### src/rtl/dsp_pkg.sv
// Shared DSP types for the up/down-conversion sample paths: sample type,
// full-scale limits, the run-state enum and the phase-counter width helper.
package dsp_pkg;

  localparam int SAMPLE_DW = 16;

  typedef logic signed [SAMPLE_DW-1:0] sample_t;

  localparam sample_t SAMPLE_MAX = {1'b0, {(SAMPLE_DW-1){1'b1}}};
  localparam sample_t SAMPLE_MIN = {1'b1, {(SAMPLE_DW-1){1'b0}}};

  typedef enum logic {
    IDLE = 1'b0,
    RUN  = 1'b1
  } state_e;

  // Width of a counter holding 0..n-1; never narrower than one bit.
  function automatic int phase_width(input int n);
    return (n <= 2) ? 1 : $clog2(n);
  endfunction

endpackage

### src/rtl/sat_scale.sv
// Constant multiply by L with saturation to the signed DW-bit range.
// Purely combinational; shared by the interpolator and decimator paths.
module sat_scale #(
  parameter int DW = 16,
  parameter int L  = 3
) (
  input  logic [DW-1:0] x_i,
  output logic [DW-1:0] y_o
);

  // One guard bit above DW+clog2(L) keeps the full product exact.
  localparam int PW = DW + $clog2(L) + 1;

  localparam logic signed [PW-1:0] L_S   = PW'(L);
  localparam logic signed [PW-1:0] MAX_S = {{(PW-DW+1){1'b0}}, {(DW-1){1'b1}}};
  localparam logic signed [PW-1:0] MIN_S = {{(PW-DW+1){1'b1}}, {(DW-1){1'b0}}};

  logic signed [PW-1:0] x_ext;
  logic signed [PW-1:0] prod;

  assign x_ext = {{(PW-DW){x_i[DW-1]}}, x_i};
  assign prod  = x_ext * L_S;

  always_comb begin
    y_o = prod[DW-1:0];
    if (prod > MAX_S) begin
      y_o = MAX_S[DW-1:0];
    end else if (prod < MIN_S) begin
      y_o = MIN_S[DW-1:0];
    end
  end

endmodule

### src/rtl/interpolation_3.sv
// Integer-factor upsampler (sample-and-hold or zero-stuff) for the DUC path.
// Optional INTERP_ZSTUFF_GAIN_EN scales zero-stuffed samples by L on load.
module interpolation_3
  import dsp_pkg::*;
#(
  parameter int L    = 3,
  parameter int HOLD = 1,
  parameter int DW   = 16
) (
  input  logic                      clk,
  input  logic                      rst,
  input  logic [DW-1:0]             data_in,
  input  logic                      in_valid,
  output logic                      in_ready,
  output logic [DW-1:0]             data_out,
  output logic                      out_valid,
  output logic [phase_width(L)-1:0] phase,
  output logic                      underrun
);

  localparam int            PW   = phase_width(L);
  localparam logic [PW-1:0] LAST = PW'(L - 1);

  state_e        state_q, state_d;
  logic [PW-1:0] phase_q, phase_d;
  logic [DW-1:0] sample_q, sample_d;
  logic [DW-1:0] data_out_q, data_out_d;
  logic          out_valid_q, out_valid_d;
  logic          underrun_q, underrun_d;
  logic [DW-1:0] load_val;
  logic          accept;

`ifdef INTERP_ZSTUFF_GAIN_EN
  generate
    if (HOLD == 0) begin : g_gain
      logic [DW-1:0] scaled;
      sat_scale #(.DW(DW), .L(L)) u_sat_scale (
        .x_i (data_in),
        .y_o (scaled)
      );
      assign load_val = scaled;
    end else begin : g_no_gain
      assign load_val = data_in;
    end
  endgenerate
`else
  assign load_val = data_in;
`endif

  // Ready depends only on state/phase so the source may gate valid on it.
  assign in_ready = !rst && ((state_q == IDLE) || (phase_q == LAST));
  assign accept   = in_valid && in_ready;

  always_comb begin
    state_d     = state_q;
    phase_d     = phase_q;
    sample_d    = sample_q;
    data_out_d  = data_out_q;
    out_valid_d = out_valid_q;
    underrun_d  = underrun_q;

    if (accept) begin
      state_d     = RUN;
      phase_d     = '0;
      sample_d    = load_val;
      data_out_d  = load_val;
      out_valid_d = 1'b1;
    end else if (state_q == RUN) begin
      if (phase_q == LAST) begin
        // Source missed its slot: drop back to IDLE and flag it.
        state_d     = IDLE;
        phase_d     = '0;
        data_out_d  = '0;
        out_valid_d = 1'b0;
        underrun_d  = 1'b1;
      end else begin
        phase_d     = phase_q + 1'b1;
        data_out_d  = (HOLD != 0) ? sample_q : '0;
        out_valid_d = 1'b1;
      end
    end else begin
      phase_d     = '0;
      data_out_d  = '0;
      out_valid_d = 1'b0;
    end
  end

  always_ff @(posedge clk) begin
    if (rst) begin
      state_q     <= IDLE;
      phase_q     <= '0;
      sample_q    <= '0;
      data_out_q  <= '0;
      out_valid_q <= 1'b0;
      underrun_q  <= 1'b0;
    end else begin
      state_q     <= state_d;
      phase_q     <= phase_d;
      sample_q    <= sample_d;
      data_out_q  <= data_out_d;
      out_valid_q <= out_valid_d;
      underrun_q  <= underrun_d;
    end
  end

  assign data_out  = data_out_q;
  assign out_valid = out_valid_q;
  assign phase     = phase_q;
  assign underrun  = underrun_q;

endmodule

### config.mk
export PLATFORM = sky130hd
export DESIGN_NAME = interpolation_3
export DESIGN_NICKNAME = d
export VERILOG_FILES = /design/src/rtl/dsp_pkg.sv /design/src/rtl/sat_scale.sv /design/src/rtl/interpolation_3.sv
export SDC_FILE = /design/constraint.sdc
export NUM_CORES = 1
export LEC_CHECK = 0
export BUFFER_PORTS_ARGS = -buffer_cell sky130_fd_sc_hd__clkbuf_2
export CORE_MARGIN = 4
export CORE_UTILIZATION = 52
export DETAILED_ROUTE_END_ITERATION = 6
export PLACE_DENSITY = 0.88
export SLEW_MARGIN = 10
export SYNTH_ARGS = -nofsm -noshare
export SYNTH_HDL_FRONTEND = slang
export SYNTH_SLANG_ARGS = --single-unit
export TNS_END_PERCENT = 30
### constraint.sdc
create_clock -name clk -period 3.15 [get_ports clk]
set_input_delay 0.1575 -clock clk [delete_from_list [all_inputs] [get_ports clk]]
set_output_delay 0.1575 -clock clk [all_outputs]
set_load 0.05 [all_outputs]
==> results.sh <==
export IMPL_crit_fanout=33
export IMPL_fp_row_count=17
export IMPL_finalSetupViolations=0
export IMPL_overflow=0
export IMPL_synth_nets=159
export IMPL_finClkSkew_ns=0.005128
export IMPL_tritoncts="yes"
export IMPL_start_util_pct=56.46
export IMPL_synth_area_leaders="dfxtp_1, a21oi_1, nand3_2"
export IMPL_critical_path_class="register to output port"
export IMPL_vias=1068
export IMPL_hold_class="primary input to register"
export IMPL_cts_resized=0
export IMPL_clkTransAtPathRegs_ns=0.09
export IMPL_dp_hpwl_um=1752
export IMPL_crit_arrival_ns=1.77
export IMPL_start_kind="register"
export IMPL_synth_top_area_share_pct=56.09
export IMPL_syn_inst=139
export IMPL_syn_mean_instance_area_um2=9.244
export IMPL_grt_use_total_pct=15.96
export IMPL_die_area_um2=3330
export IMPL_final_core_util_pct=64.93
export IMPL_grt_max_degree=38
export IMPL_fp_coreArea_um2=2276
export IMPL_ir_drop_mv=0.3335
export IMPL_crit_chain="inv_1 -> ha_1 -> and2b_4 -> nor2_1 -> clkbuf_2"
export IMPL_cts_sinks=36
export IMPL_viasPerCell=5.313
export IMPL_cts_root_buf="clkbuf_4"
export IMPL_end_kind="output port"
export IMPL_syn2layout_area_growth_pct=15.00
export IMPL_synth_cell_type_count=20
export IMPL_cts_hold_buf=0
export IMPL_antenna_cells=0
export IMPL_maxSlewViolCount=0
export IMPL_first_global_vias=987
export IMPL_power_density_nw_per_um2=566.3
export IMPL_clock_latency_ns=0.33
export IMPL_outcome="finished clean"
export IMPL_antenna_found_initial=0
export IMPL_ioPinCount=40
export IMPL_relSlewSlack_pct=42.18
export IMPL_postCtsSetupBuffers=0
export IMPL_io_buffers=39
export IMPL_hold_viol=0
export IMPL_final_antenna_net_count=0
export IMPL_drc_errors=0
export IMPL_place_gp_congestion=0.7221
export IMPL_cts_made_buffers=5
export IMPL_grt_pass1_wl_um=4140
export IMPL_drive_gt1_share_pct=31.21
export IMPL_final_nets=193
export IMPL_period_needed_ns=1.923
export IMPL_worst_pin_slew_ns=0.8674
export IMPL_ys_ff_latch=36
export IMPL_post_route_period_util_pct=61.04
export IMPL_drtPass1Iterations=4
export IMPL_drt_initial_drc_count=20
export IMPL_power_leakage_nw=0.6157
export IMPL_final_setup_tns_ns=0
export IMPL_die_h_um=57.71
export IMPL_detail_route_wirelength_um=2539
export IMPL_cts_htree_levels=2
export IMPL_synth_seq_area_share_pct=56.09
export IMPL_cap_violations=0
export IMPL_wl_per_cell_um=12.63
export IMPL_cpMaxStageDelayCell="and2b_4"
export IMPL_final_cell_mix="clkbuf_2, dfxtp_1, a21oi_1"
export IMPL_clock_path_buffers=2
export IMPL_required_ns=2.99
export IMPL_synth_top_area_cell="dfxtp_1"
export IMPL_yosysWarnings=0
export IMPL_layout_commonest_cell="clkbuf_2"
export IMPL_syn_area_um2=1285
export IMPL_max_freq_mhz=520.1
export IMPL_slowest_delay_ns=0.46
export IMPL_rsz0062_at_grt="false"
export IMPL_fp_dieW_um=57.71
per-layer routing:
metal  vias to the layer above  track usage (%)  wire length, um
li1                        545                -                -
met1                       472            18.29             1057
met2                        47            26.29             1206
met3                         4            4.900              243
met4                         0            8.940               32
met5                         -                0                0
layout make-up:
class	count	area, um2
Sequential cell	36	720.7
Timing Repair Buffer	39	195.2
Clock inverter	1	5.005
Tap cell	28	35.03
Inverter	2	7.507
Multi-Input combinational cell	89	473.0
Fill cell	199	798.3
Clock buffer	6	41.29
worst max-delay path: cells and delay by family (launching register included):
| family | cells | cell delay, ns |
|---|---|---|
| simple gates | 2 | 0.54 |
| flops | 1 | 0.36 |
| buf+inv | 2 | 0.31 |
| fa+ha+maj | 1 | 0.21 |
cell families (layout without fill, tap and decap cells):
| group | after synthesis | count (layout) | share of synthesized area, % |
|---|---|---|---|
| compound gates | 50 | 50 | 19.57 |
| simple gates | 38 | 38 | 16.26 |
| flops | 36 | 36 | 56.09 |
| buf+inv | 14 | 48 | 7.107 |
| fa+ha+maj | 1 | 1 | 0.9736 |
Yosys cell counts, drive strengths merged:
master	n
a21oi	33
ha	1
inv	2
clkbuf	2
buf	10
and2b	1
o21ai	16
nand2b	1
nor2	2
dfxtp	36
nor3	2
a31oi	1
nand2	16
nand3	16
state kept, by name (all words and copies together), names as in the netlist:
name / flops
data_out: 16
sample_q: 16
phase: 2
out_valid: 1
underrun: 1
stage by stage:
step	worst slack [ns]	power (mW)	hold WS [ns]	cell area, um2	instances
6_report	1.227	0.8368	0.06171	1478	201
5_1_grt	1.120	0.8771	0.04983	1478	201
4_1_cts	1.210	0.8456	0.05156	1478	201
3_5_place_dp	1.452	0.6288	0.4094	1431	194
3_3_place_gp	1.533	0.6240	0.4042	1431	194
2_1_floorplan	1.116	0.6036	0.3010	1285	139
final timing paths:
kind                                  from                     end  slack [ns]  depth (start not counted)
setup / recovery       phase[0]$_SDFF_PP0_                in_ready        1.23                          5
hold / removal                  data_in[9]  data_out[9]$_SDFF_PP0_        0.06                          3
setup reg to reg       phase[0]$_SDFF_PP0_  data_out[2]$_SDFF_PP0_        1.41                          5
hold reg to reg   sample_q[8]$_SDFFE_PP0P_  data_out[8]$_SDFF_PP0_        0.46                          2
power by group:
group / switching [mW] / total [mW] / internal (mW) / leakage [nW]
Sequential: 0.00927 / 0.488 / 0.479 / 0.295
Combinational: 0.0965 / 0.130 / 0.0335 / 0.293
Clock: 0.137 / 0.219 / 0.0822 / 0.0281
No activity file was read; power rests on OpenSTA's default activity.
